[config.mk]
export PLATFORM = sky130hd
export DESIGN_NAME = pipeline_hazard_ctrl
export DESIGN_NICKNAME = d
export VERILOG_FILES = /design/src/rtl/dp_types_pkg.sv /design/src/rtl/load_use_detect.sv /design/src/rtl/pipeline_hazard_ctrl.sv
export SDC_FILE = /design/constraint.sdc
export NUM_CORES = 1
export LEC_CHECK = 0
export ABC_AREA = 1
export CORE_UTILIZATION = 35
export CTS_CLUSTER_SIZE = 14
export DETAILED_ROUTE_END_ITERATION = 12
export PLACE_DENSITY = 0.75
export REMOVE_ABC_BUFFERS = 1
export SKIP_CTS_REPAIR_TIMING = 1
export SLEW_MARGIN = 20
export SYNTH_ARGS = -nofsm -noshare
export SYNTH_HDL_FRONTEND = slang
export SYNTH_SLANG_ARGS = --single-unit
[constraint.sdc]
create_clock -name CLK -period 1.3 [get_ports CLK]
set_input_delay 0.195 -clock CLK [delete_from_list [all_inputs] [get_ports CLK]]
set_output_delay 0.195 -clock CLK [all_outputs]
set_load 0.005 [all_outputs]
[src/rtl/dp_types_pkg.sv]
// Shared datapath types: register address width, hazard sequencer state and
// the bundle of pipeline control strobes driven by the hazard controller.
package dp_types_pkg;

  localparam int REG_ADDR_W = 5;

  typedef logic [REG_ADDR_W-1:0] regaddr_t;

  typedef enum logic [1:0] {
    RUN    = 2'd0,
    DWAIT  = 2'd1,
    DRAIN  = 2'd2,
    HALTED = 2'd3
  } hazard_state_t;

  typedef struct packed {
    logic pc_en;
    logic ifid_en;
    logic idex_en;
    logic exmem_en;
    logic memwb_en;
    logic ifid_flush;
    logic idex_flush;
    logic exmem_flush;
    logic imemREN;
  } hazard_ctrl_t;

endpackage

[src/rtl/load_use_detect.sv]
// Load-use comparator: flags when the ID/EX load writes a register that the
// IF/ID instruction reads. Writes to $zero never stall.
module load_use_detect
  import dp_types_pkg::*;
(
  input  logic     idex_dREN,
  input  regaddr_t idex_rt,
  input  regaddr_t ifid_rs,
  input  regaddr_t ifid_rt,
  output logic     stall
);

  assign stall = idex_dREN && (idex_rt != '0) &&
                 ((idex_rt == ifid_rs) || (idex_rt == ifid_rt));

endmodule

[src/rtl/pipeline_hazard_ctrl.sv]
// Pipeline hazard sequencer: latch enables/flushes, PC enable, fetch request
// and the halt drain. Define HAZARD_PERF_CNT_EN to add stall/flush counters.
module pipeline_hazard_ctrl
  import dp_types_pkg::*;
#(
  parameter int DRAIN_CYCLES = 1
) (
  input  logic       CLK,
  input  logic       RST,
  input  logic       ihit,
  input  logic       dhit,
  input  logic [4:0] ifid_rs,
  input  logic [4:0] ifid_rt,
  input  logic       idex_dREN,
  input  logic [4:0] idex_rt,
  input  logic       exmem_dREN,
  input  logic       exmem_dWEN,
  input  logic       exmem_redirect,
  input  logic       exmem_halt,
  output logic       pc_en,
  output logic       ifid_en,
  output logic       idex_en,
  output logic       exmem_en,
  output logic       memwb_en,
  output logic       ifid_flush,
  output logic       idex_flush,
  output logic       exmem_flush,
  output logic       imemREN,
  output logic       halt,
`ifdef HAZARD_PERF_CNT_EN
  output logic [31:0] stall_cnt,
  output logic [31:0] flush_cnt,
`endif
  output logic [1:0] state
);

  localparam int CNT_W = (DRAIN_CYCLES > 1) ? $clog2(DRAIN_CYCLES) : 1;

  hazard_state_t    state_q, state_d;
  logic [CNT_W-1:0] drain_cnt_q, drain_cnt_d;
  logic             halt_q, halt_d;

  logic         load_use;
  logic         dreq_pending;
  logic         drain_last;
  logic         apply_run_rules;
  logic         redirect_flush;
  hazard_ctrl_t ctrl;

  load_use_detect u_load_use (
    .idex_dREN (idex_dREN),
    .idex_rt   (idex_rt),
    .ifid_rs   (ifid_rs),
    .ifid_rt   (ifid_rt),
    .stall     (load_use)
  );

  assign dreq_pending = (exmem_dREN || exmem_dWEN) && !dhit;
  assign drain_last   = (drain_cnt_q == CNT_W'(DRAIN_CYCLES - 1));

  // Rules 3..6 run in RUN once halt and pending data are ruled out, and in
  // the DWAIT cycle where the data access completes.
  assign apply_run_rules = ((state_q == RUN) && !exmem_halt && !dreq_pending) ||
                           ((state_q == DWAIT) && dhit);

  always_ff @(posedge CLK or posedge RST) begin
    if (RST) begin
      state_q     <= RUN;
      drain_cnt_q <= '0;
      halt_q      <= 1'b0;
    end else begin
      state_q     <= state_d;
      drain_cnt_q <= drain_cnt_d;
      halt_q      <= halt_d;
    end
  end

  always_comb begin
    state_d     = state_q;
    drain_cnt_d = drain_cnt_q;
    halt_d      = halt_q;
    case (state_q)
      RUN: begin
        if (exmem_halt)        state_d = DRAIN;
        else if (dreq_pending) state_d = DWAIT;
      end
      DWAIT: begin
        if (dhit) state_d = RUN;
      end
      DRAIN: begin
        drain_cnt_d = drain_cnt_q + 1'b1;
        if (drain_last) begin
          halt_d  = 1'b1;
          state_d = HALTED;
        end
      end
      default: state_d = HALTED;
    endcase
  end

  // A flushed latch has its enable held low; the flush alone defines its load.
  always_comb begin
    ctrl           = '0;
    redirect_flush = 1'b0;
    case (state_q)
      RUN: begin
        ctrl.imemREN = 1'b1;
        if (exmem_halt) begin
          ctrl.ifid_flush  = 1'b1;
          ctrl.idex_flush  = 1'b1;
          ctrl.exmem_flush = 1'b1;
          ctrl.memwb_en    = 1'b1;
        end
      end
      DRAIN: begin
        ctrl.ifid_flush  = 1'b1;
        ctrl.idex_flush  = 1'b1;
        ctrl.exmem_flush = 1'b1;
        ctrl.memwb_en    = 1'b1;
      end
      default: ;
    endcase

    if (apply_run_rules) begin
      if (exmem_redirect) begin
        redirect_flush   = 1'b1;
        ctrl.pc_en       = 1'b1;
        ctrl.ifid_flush  = 1'b1;
        ctrl.idex_flush  = 1'b1;
        ctrl.exmem_flush = 1'b1;
        ctrl.memwb_en    = 1'b1;
      end else if (load_use) begin
        ctrl.idex_flush = 1'b1;
        ctrl.exmem_en   = 1'b1;
        ctrl.memwb_en   = 1'b1;
      end else if (!ihit) begin
        ctrl.ifid_flush = 1'b1;
        ctrl.idex_en    = 1'b1;
        ctrl.exmem_en   = 1'b1;
        ctrl.memwb_en   = 1'b1;
      end else begin
        ctrl.pc_en    = 1'b1;
        ctrl.ifid_en  = 1'b1;
        ctrl.idex_en  = 1'b1;
        ctrl.exmem_en = 1'b1;
        ctrl.memwb_en = 1'b1;
      end
    end
  end

  // Reset forces every strobe quiet even before the first clock edge.
  assign pc_en       = ctrl.pc_en       && !RST;
  assign ifid_en     = ctrl.ifid_en     && !RST;
  assign idex_en     = ctrl.idex_en     && !RST;
  assign exmem_en    = ctrl.exmem_en    && !RST;
  assign memwb_en    = ctrl.memwb_en    && !RST;
  assign ifid_flush  = ctrl.ifid_flush  && !RST;
  assign idex_flush  = ctrl.idex_flush  && !RST;
  assign exmem_flush = ctrl.exmem_flush && !RST;
  assign imemREN     = ctrl.imemREN     && !RST;
  assign halt        = halt_q;
  assign state       = state_q;

`ifdef HAZARD_PERF_CNT_EN
  logic [31:0] stall_cnt_q, flush_cnt_q;
  logic        count_stall;

  assign count_stall = !ctrl.pc_en && ((state_q == RUN) || (state_q == DWAIT));

  always_ff @(posedge CLK or posedge RST) begin
    if (RST) begin
      stall_cnt_q <= '0;
      flush_cnt_q <= '0;
    end else begin
      if (count_stall && (stall_cnt_q != '1))    stall_cnt_q <= stall_cnt_q + 32'd1;
      if (redirect_flush && (flush_cnt_q != '1)) flush_cnt_q <= flush_cnt_q + 32'd1;
    end
  end

  assign stall_cnt = stall_cnt_q;
  assign flush_cnt = flush_cnt_q;
`endif

endmodule
==> reports/results.ini <==
[routing]
wl_per_cell_um = 9.36
via_per_inst = 4.45
drt_first_pass_iters = 4
drt-total-wl_mm = 1.57
ant_nets = 0
first_iter_violations = 12
vias = 748
drc = 0

[sta]
hold_viol = 0
fmax_mhz = 580
drv_slew = 0
period_needed_ns = 1.72
relSlewSlack = 0.845
min_period_over_period = 1.33
setup_violations = 10
worst_slack_ns = -0.425
tightestPinTransition_ns = 0.231
fin_skew_ns = 0.00489
rsz0062_at_grt = yes

[outcome]
violations = negative setup slack
status = finished, violations left

[job]
drv_cap = 0

[global_routing]
antenna_found_initial = 0
grt_pass1_vias = 730
grt_use_total = 0.191
grt_max_degree = 5
grt_pass1_wl_mm = 2.66
grt_overflow_total = 0

[cts]
htreeDepth = 1
cts_buffers = 3
cts_tree = yes
root_buffer = clkbuf_4
clk_pin_slew_worst_paths_ns = 0.04
cts.sinks = 4
clock_path_buffers = 2
clock_latency_ns = 0.24

[place]
dp_hpwl_mm = 1.26
io_buffers = 35
place.gp.congestion = 0.731
dpl.cell_count = 161

[die]
io_pins = 36
rows = 14
initial_core_util = 0.376
die_area_mm2 = 0.00178
die_h_um = 42.2
dieWidth_um = 42.2
core_area_mm2 = 0.00151

[setup_path]
worstSetupStartpointType = flop
reg2reg_depth = 7
endpoint_kind = primary output
reg2reg_slack_ns = 0.06
required_ns = 1.11
critical_path_class = reg2out
arrival_ns = 1.53
path_max_fanout = 4

[yosys]
syn-instance-count = 102
synth.ff_latch_count = 4
avgSynthCellArea_um2 = 5.56
ys.warnings.count = 0
ys_seq_area_frac = 0.177
netlist_area_um2 = 567
yosys.cell_types.count = 17

[cells_and_area]
fin_util = 0.694
layout.cells.non_filler = 168
areaGrowthSynthToFinish_pct = 84.5
antenna_cells = 0
nets = 178
final_common_cell = nand2_1
mostFrequentLayoutCells = 32 x nand2_1, 23 x inv_1, 20 x clkdlybuf4s50_1, 11 x nor2_1, 10 x buf_4
layout-drive-gt1-share = 0.303
n_fill_cell = 144

[power_and_ir_drop]
power_uw = 437
p_leak_uw = 0.000670
peakVddDrop_mv = 0.623
pwr_density_cell_mw_per_mm2 = 418

[hold_path]
hold_class = in2async

[flip-flops by register name (all words and copies together) (netlist names)]
| register | flops |
|---|---|
| halt | 1 |
| drain_cnt_q | 1 |
| state | 2 |
[area by class of cell]
cell class,instances,area (um2),area share
timing repair buffer,47,410,0.392
multi-input combinational,71,385,0.368
inverter,27,106,0.102
sequential,4,101,0.0969
clock buffer,3,22.5,0.0215
tap,16,20.0,0.0191
[Yosys cell counts]
cell     number  area [um2]
nand2_1      35         131
inv_1        24        90.1
nor2_1       12        45.0
nand3_1       6        30.0
dfrtp_1       4         100
nand2_4       4        45.0
o21ai_0       4        20.0
inv_4         2        12.5
nor2_4        2        22.5
xnor2_1       2        17.5
a21oi_1       1        5.00
a21oi_4       1        16.3
inv_2         1        3.75
nand2_2       1        6.26
nand4_1       1        6.26
nor2_2        1        6.26
o21ai_2       1        8.76
[path summary, 6_finish.rpt]
| kind | start | to |
|---|---|---|
| min | RST | state[0]$_DFFE_PP0P_ |
| min reg2reg | halt$_DFFE_PP0P_ | halt$_DFFE_PP0P_ |
| min in group CLK | halt$_DFFE_PP0P_ | halt$_DFFE_PP0P_ |
| max in group asynchronous | RST | state[1]$_DFFE_PP0P_ |
| max reg2reg | state[1]$_DFFE_PP0P_ | state[0]$_DFFE_PP0P_ |
| max | state[1]$_DFFE_PP0P_ | ifid_flush |
[metal layers]
layer | wire, um | vias to the layer above | track usage
met1 | 637 | 318 | 0.206
met2 | 803 | 28 | 0.354
li1 | - | 398 | -
met4 | 40 | 0 | 0.100
met3 | 92 | 4 | 0.0259
met5 | 0 | - | 0
[kinds of logic after synthesis]
family / synth area share
flip-flops: 0.177
AO/OA/AOI/OAI: 0.0883
AND/OR/NAND/NOR: 0.517
XOR/XNOR: 0.0309
buffers and inverters: 0.188
[report_power, final]
group	internal, uW	total, uW	switching, uW
clock network	104	161	57.1
registers	125	125	0
logic	86.0	151	65.4
total	315	437	122
[worst max-delay path, cell delays in order (launching register included)]
cell and delay, ns:
dfrtp_2 0.43, inv_4 0.08, nand2_4 0.05, nor2_4 0.13, nand2_4 0.08, nand3_2 0.07, nand2_2 0.06, buf_6 0.11
nor2_1 0.07, nand2_1 0.05, nand2_1 0.05, clkbuf_2 0.10
[through the flow]
| step | instance area [um2] | hold slack, ns | setup TNS (ns) | setup WS [ns] |
|---|---|---|---|---|
| detailed placement | 997 | 0.458 | -5.81 | -0.783 |
| CTS | 1020 | 0.351 | -6.66 | -0.785 |
| global placement | 997 | 0.446 | -5.60 | -0.738 |
| floorplan | 567 | 0.00111 | 0 | 0.0116 |
| finish | 1050 | 0.370 | -3.19 | -0.425 |
| global route | 1050 | 0.392 | -4.11 | -0.524 |
No activity file was read; power rests on OpenSTA's default activity.
